--- src/rtl/rgb_pkg.sv ---
// rgb_pkg: shared types and constants for the RGB PWM LED driver.
//   rgb_state_e : request/hold FSM states
//   rgb_t       : 3-bit color {red, green, blue}
//   *_IDX       : bit positions of each channel inside rgb_t
//   C_*         : common color constants
package rgb_pkg;

  typedef enum logic [1:0] {
    IDLE,
    PEND,
    HOLD
  } rgb_state_e;

  typedef logic [2:0] rgb_t;

  localparam int unsigned R_IDX = 2;
  localparam int unsigned G_IDX = 1;
  localparam int unsigned B_IDX = 0;

  localparam rgb_t C_OFF   = 3'b000;
  localparam rgb_t C_RED   = 3'b100;
  localparam rgb_t C_GREEN = 3'b010;
  localparam rgb_t C_BLUE  = 3'b001;
  localparam rgb_t C_WHITE = 3'b111;

endpackage

--- src/rtl/rgb_pwm_counter.sv ---
// rgb_pwm_counter: free-running PWM period counter.
//   clk  : clock, rising edge
//   rst  : asynchronous active-high reset (cnt -> 0)
//   cnt  : counter value, 0 .. 2^CNT_W-1, wraps to 0
//   wrap : high in the cycle where cnt is at its maximum
module rgb_pwm_counter #(
  parameter int unsigned CNT_W = 8
) (
  input  logic             clk,
  input  logic             rst,
  output logic [CNT_W-1:0] cnt,
  output logic             wrap
);

  logic [CNT_W-1:0] r_cnt;

  always_ff @(posedge clk or posedge rst) begin
    if (rst) begin
      r_cnt <= '0;
    end else begin
      r_cnt <= r_cnt + CNT_W'(1);
    end
  end

  assign cnt  = r_cnt;
  assign wrap = (r_cnt == '1);

endmodule

--- src/rtl/rgb_pwm_driver.sv ---
// rgb_pwm_driver: drives an RGB LED from 3-bit on/off color requests.
// Requests are accepted over valid/ready, applied only at PWM period
// boundaries, and then held for MIN_PERIODS full periods before the next
// request is accepted. One brightness duty is shared by all channels.
//   clk, rst                     : clock / asynchronous active-high reset
//   req_valid, req_ready         : request handshake
//   req_red/green/blue           : requested channel enables
//   brightness                   : duty, captured at each period start
//   led_r/g/b                    : registered PWM outputs
//   frame_tick                   : registered pulse in the first cycle of a period
module rgb_pwm_driver
  import rgb_pkg::*;
#(
  parameter int unsigned CNT_W       = 8,
  parameter int unsigned MIN_PERIODS = 4
) (
  input  logic             clk,
  input  logic             rst,
  input  logic             req_valid,
  output logic             req_ready,
  input  logic             req_red,
  input  logic             req_green,
  input  logic             req_blue,
  input  logic [CNT_W-1:0] brightness,
  output logic             led_r,
  output logic             led_g,
  output logic             led_b,
  output logic             frame_tick
);

  localparam int unsigned HOLD_W = (MIN_PERIODS > 1) ? $clog2(MIN_PERIODS) : 1;

  logic [CNT_W-1:0] w_cnt;
  logic             w_wrap;
  logic [CNT_W-1:0] w_cnt_nxt;
  logic [CNT_W-1:0] w_duty_nxt;
  rgb_t             w_col_nxt;
  logic             w_on;

  rgb_state_e       r_state;
  rgb_t             r_pend;
  rgb_t             r_col;
  logic [HOLD_W-1:0] r_hold;
  logic [CNT_W-1:0] r_duty;
  rgb_t             r_led;
  logic             r_tick;

  rgb_pwm_counter #(
    .CNT_W(CNT_W)
  ) u_cnt (
    .clk (clk),
    .rst (rst),
    .cnt (w_cnt),
    .wrap(w_wrap)
  );

  // The LED register is loaded from the values that cnt/duty/col take on at
  // the same edge, so a new period's first LED state coincides with
  // frame_tick instead of trailing it by one clock.
  always_comb begin
    w_cnt_nxt  = w_cnt + CNT_W'(1);
    w_duty_nxt = r_duty;
    w_col_nxt  = r_col;
    if (w_wrap) begin
      w_duty_nxt = brightness;
      if (r_state == PEND) begin
        w_col_nxt = r_pend;
      end
    end
    w_on = (w_cnt_nxt < w_duty_nxt);
  end

  // Request / hold FSM.
  always_ff @(posedge clk or posedge rst) begin
    if (rst) begin
      r_state <= IDLE;
      r_pend  <= C_OFF;
      r_col   <= C_OFF;
      r_hold  <= '0;
    end else begin
      case (r_state)
        IDLE: begin
          if (req_valid) begin
            r_pend  <= {req_red, req_green, req_blue};
            r_state <= PEND;
          end
        end
        PEND: begin
          if (w_wrap) begin
            r_col   <= r_pend;
            r_hold  <= '0;
            r_state <= HOLD;
          end
        end
        HOLD: begin
          if (w_wrap) begin
            if (r_hold == HOLD_W'(MIN_PERIODS - 1)) begin
              r_state <= IDLE;
            end else begin
              r_hold <= r_hold + HOLD_W'(1);
            end
          end
        end
        default: r_state <= IDLE;
      endcase
    end
  end

  // Duty capture and output registers.
  always_ff @(posedge clk or posedge rst) begin
    if (rst) begin
      r_duty <= '0;
      r_led  <= C_OFF;
      r_tick <= 1'b0;
    end else begin
      r_duty <= w_duty_nxt;
      r_led  <= w_col_nxt & {3{w_on}};
      r_tick <= w_wrap;
    end
  end

  assign req_ready  = (r_state == IDLE);
  assign led_r      = r_led[R_IDX];
  assign led_g      = r_led[G_IDX];
  assign led_b      = r_led[B_IDX];
  assign frame_tick = r_tick;

endmodule

--- config.mk ---
export PLATFORM = sky130hd
export DESIGN_NAME = rgb_pwm_driver
export DESIGN_NICKNAME = d
export VERILOG_FILES = /design/src/rtl/rgb_pkg.sv /design/src/rtl/rgb_pwm_counter.sv /design/src/rtl/rgb_pwm_driver.sv
export SDC_FILE = /design/constraint.sdc
export NUM_CORES = 1
export LEC_CHECK = 0
export ABC_AREA = 1
export BUFFER_PORTS_ARGS = -buffer_cell sky130_fd_sc_hd__buf_4
export CAP_MARGIN = 20
export CORE_ASPECT_RATIO = 0.75
export CORE_MARGIN = 5
export CORE_UTILIZATION = 51
export CTS_CLUSTER_SIZE = 40
export DETAILED_ROUTE_END_ITERATION = 10
export PLACE_DENSITY = 0.79
export SYNTH_ARGS = -nofsm -noshare
export SYNTH_HDL_FRONTEND = slang
export SYNTH_HIERARCHICAL = 1
export SYNTH_SLANG_ARGS = --single-unit
--- constraint.sdc ---
create_clock -name clk -period 2.6 [get_ports clk]
set_input_delay 0.26 -clock clk [delete_from_list [all_inputs] [get_ports clk]]
set_output_delay 0.26 -clock clk [all_outputs]
set_load 0.05 [all_outputs]
==> impl_results.md <==
* Outcome: finished clean
* Die ar. at 0.00421 mm2
* Die height at 57.5 um
* CP required at 2.82 ns
* Post-route setup slack at 0.169 ns
* Flop pwr share at 52.9%
* CTS HTree Levels at 2
* ANT nets after route at 0
* Final Skew at 0.00341 ns
* Pin count of the biggest net entering global routing at 23
* DP Worst Slack at 0.0204 ns
* Arr. time, crit path at 2.65 ns
* Total grt overflow at 0
* #FFs+latches synth at 30
* Slowest-stage cell, CP: dfrtp_1
* Clock Tree Buf Depth at 2
* Ys flop type: dfrtp_1
* Vias at 1205
* Clock transition at path regs at 0.06 ns
* Peak Freq at 411 MHz
* Share of the synthesized area in the top cell type at 49.0%
* I/O Buffers at 18
* GRT Util Overall at 17.2%
* Psw at 0.190 mW
* Area leader, netlist: dfrtp_1
* Nets at 218
* Final min period at 2.43 ns
* Reg-to-Reg Start: u_cnt/cnt[1]
* Hold Path Cell Cnt at 2
* Internal power at 0.694 mW
* Fin. Hold Viols at 0
* Antenna cells at 0
* Final period utilization at 93.5%
* Row cnt at 17
* Sw Share at 21.5%
* WL per Instance at 14.0 um
* Top cells by area, synth: dfrtp_1 49%, ha_1 8.2%, inv_1 6.6%
* Max Slew Vio Count at 0
* Register area share after synthesis at 49.0%
* Number of synthesized flops with an enable pin at 0
* First-pass GRT wire length at 5.41 mm
* Vias/cell at 5.17
* Setup CP Type: flip-flop to flip-flop
* Synth Warn # at 6
* Leakage at 1.04 nW
* DP HPWL at 2.43 mm
* Initial core utilization at 52.6%
* Worst R2R Setup Slack at 0.17 ns
* Die W at 73.3 um
* Max-slew headroom at 45.1%
* Total Routed Length at 3.26 mm
* CTS tree: yes
* Core box area at 0.00291 mm2
* Synthesized area per cell at 9.29 um2
* Maximum vdd drop at 0.000340 V
* Crit Reg-Reg Endpoint: r_led[2]
* Drt drc at 0
* Syn nets at 189
* Hold path start: req_blue
* Root buffer cell: clkbuf_8
* Top-count cell post-synth: dfrtp_1
* Final-report setup violation count at 0
* R2R cell count at 14
* Max cap viols at 0
* IO Pins at 19
* Pre-antenna DRT Iters at 4
* Gpl congestion at 0.777
* Hold worst-path end: r_pend[0]
* CP Cell Sequence: ha_4, nand3_2, nor2_2, nand2_1, nor2_4, inv_4, or2_2, o21ai_0, ha_1, a21oi_1, nor2_1, a211oi_2, nand2_2, nor2_1
* Crit path launch type: flip-flop
* Hold crit path type: input pin to flip-flop
* Worst Max-Slew Pin Slew at 0.822 ns
* Setup TNS at 0 ns
* Vias in the first global route at 1263
* CP max FO at 10
* Post-synth design cell area at 0.00153 mm2
* Critical Path End Type: flip-flop
* Clk sink count at 30
* Initial antenna violation count at 0
* Netlist cell types at 23
* Cell Pwr Density at 474 mW/mm2
* Iteration-0 DRC Markers at 64
* Worst path most repeated cell: nor2_1
* Clk pwr share at 44.2%
* CP peak stage delay at 0.41 ns
* Finished Core Util at 63.9%
* Cells after synthesis at 165
* Share of flip-flops with an asynchronous set or reset at 100%
* Share of layout cells above drive strength 1 at 29.2%
* Area Overhead vs Synth at 21.6%
* CTS Buf Count at 5
* Commonest cells in the netlist: 30 x dfrtp_1, 27 x inv_1, 25 x nand2_1
* Fill cell count at 235
* Worst-skew pair later-pin latency at 0.29 ns
* Comb power frac at 3.0%
layer usage:
metal / up-vias / track usage, % / part of all wire [%]
met4: 0 / 11.4 / 3.3
met2: 34 / 28.8 / 51
met3: 11 / 4.58 / 5.1
li1: 573 / - / -
met1: 587 / 19.2 / 40
met5: - / 0 / 0
critical path: cells and delay by family (launching register included):
kind	cells	cell delay, ns
AO/OA/AOI/OAI	3	0.41
buffers and inverters	1	0.07
adder cells (fa/ha/maj)	2	0.45
flip-flops	1	0.41
AND/OR/NAND/NOR	8	1.00
worst max-delay path by stage:
stage | from | to | slack [ns] | cells after the start
floorplan | u_cnt/cnt[0] | r_led[0] | 0.19 | 14
global placement | u_cnt/cnt[1] | r_led[2] | 0.21 | 14
detailed placement | u_cnt/cnt[1] | r_led[2] | 0.02 | 14
CTS | u_cnt/cnt[1] | r_led[2] | 0.07 | 14
global route | u_cnt/cnt[1] | r_led[1] | -0.02 | 14
finish | u_cnt/cnt[1] | r_led[2] | 0.17 | 14
stage by stage:
stage / total power [mW] / instances / area, um2 / hold WS [ns]
after floorplan: 0.483 / 165 / 1530 / 0.0757
after global placement: 0.500 / 222 / 1720 / 0.226
after detailed placement: 0.501 / 222 / 1720 / 0.236
after CTS: 0.891 / 231 / 1830 / 0.204
after global routing: 0.914 / 233 / 1860 / 0.212
final: 0.883 / 233 / 1860 / 0.208
sequential cells by signal (all words and copies together) (netlist names):
signal and cells:
r_pend 3, r_led 3, r_hold 2, u_cnt/cnt 8
r_duty 8, r_col 3, frame_tick 1, r_state 2
cell families after synthesis:
group	share of synthesized area [%]
AOI/OAI and AO/OA	6.04
xor gates and xnor gates	5.14
adders and majority gates	8.16
buffers and inverters	7.59
DFF	49.0
muxes	2.20
and+or+nand+nor	21.9
power by group through the flow:
stage,registers [mW],logic [mW],clock network [mW]
floorplan,0.475,0.00791,0
global placement,0.475,0.0245,0
detailed placement,0.475,0.0258,0
CTS,0.467,0.0271,0.397
global route,0.466,0.0301,0.417
finish,0.467,0.0262,0.390
final cells by class:
type                    instances  area [um2]  area share (%)
well taps                      38        47.5            2.55
clock inverters                 1        5.00           0.269
multi-input cells             106         691            37.1
flip-flops and latches         30         751            40.3
inverters                      28         108            5.78
repair buffers                 23         175            9.40
clock buffers                   7        86.3            4.63
cells in the final DEF (no fill, tap or decap), types with 2 or more instances in the layout:
cell	instances
nor2_1	10
mux2_2	3
buf_4	22
nor2_2	2
a21oi_1	2
or2_2	10
nand3_1	7
nand3b_1	2
nand3_2	3
ha_1	9
o21ai_0	14
dfrtp_1	30
xor2_1	5
nand2_2	3
inv_1	27
nand2_1	25
xnor2_1	4
clkbuf_8	6
repair_timing:
| action | CTS | global route |
|---|---|---|
| endpoints found under the hold margin | 8 | 0 |
| hold buffers | 1 | 0 |
| pin swaps | 0 | 2 |
| endpoints found under the setup margin | 3 | 3 |
| resized for setup | 1 | 5 |
| setup buffers | 0 | 2 |
Power figures use the tool's default switching activity.
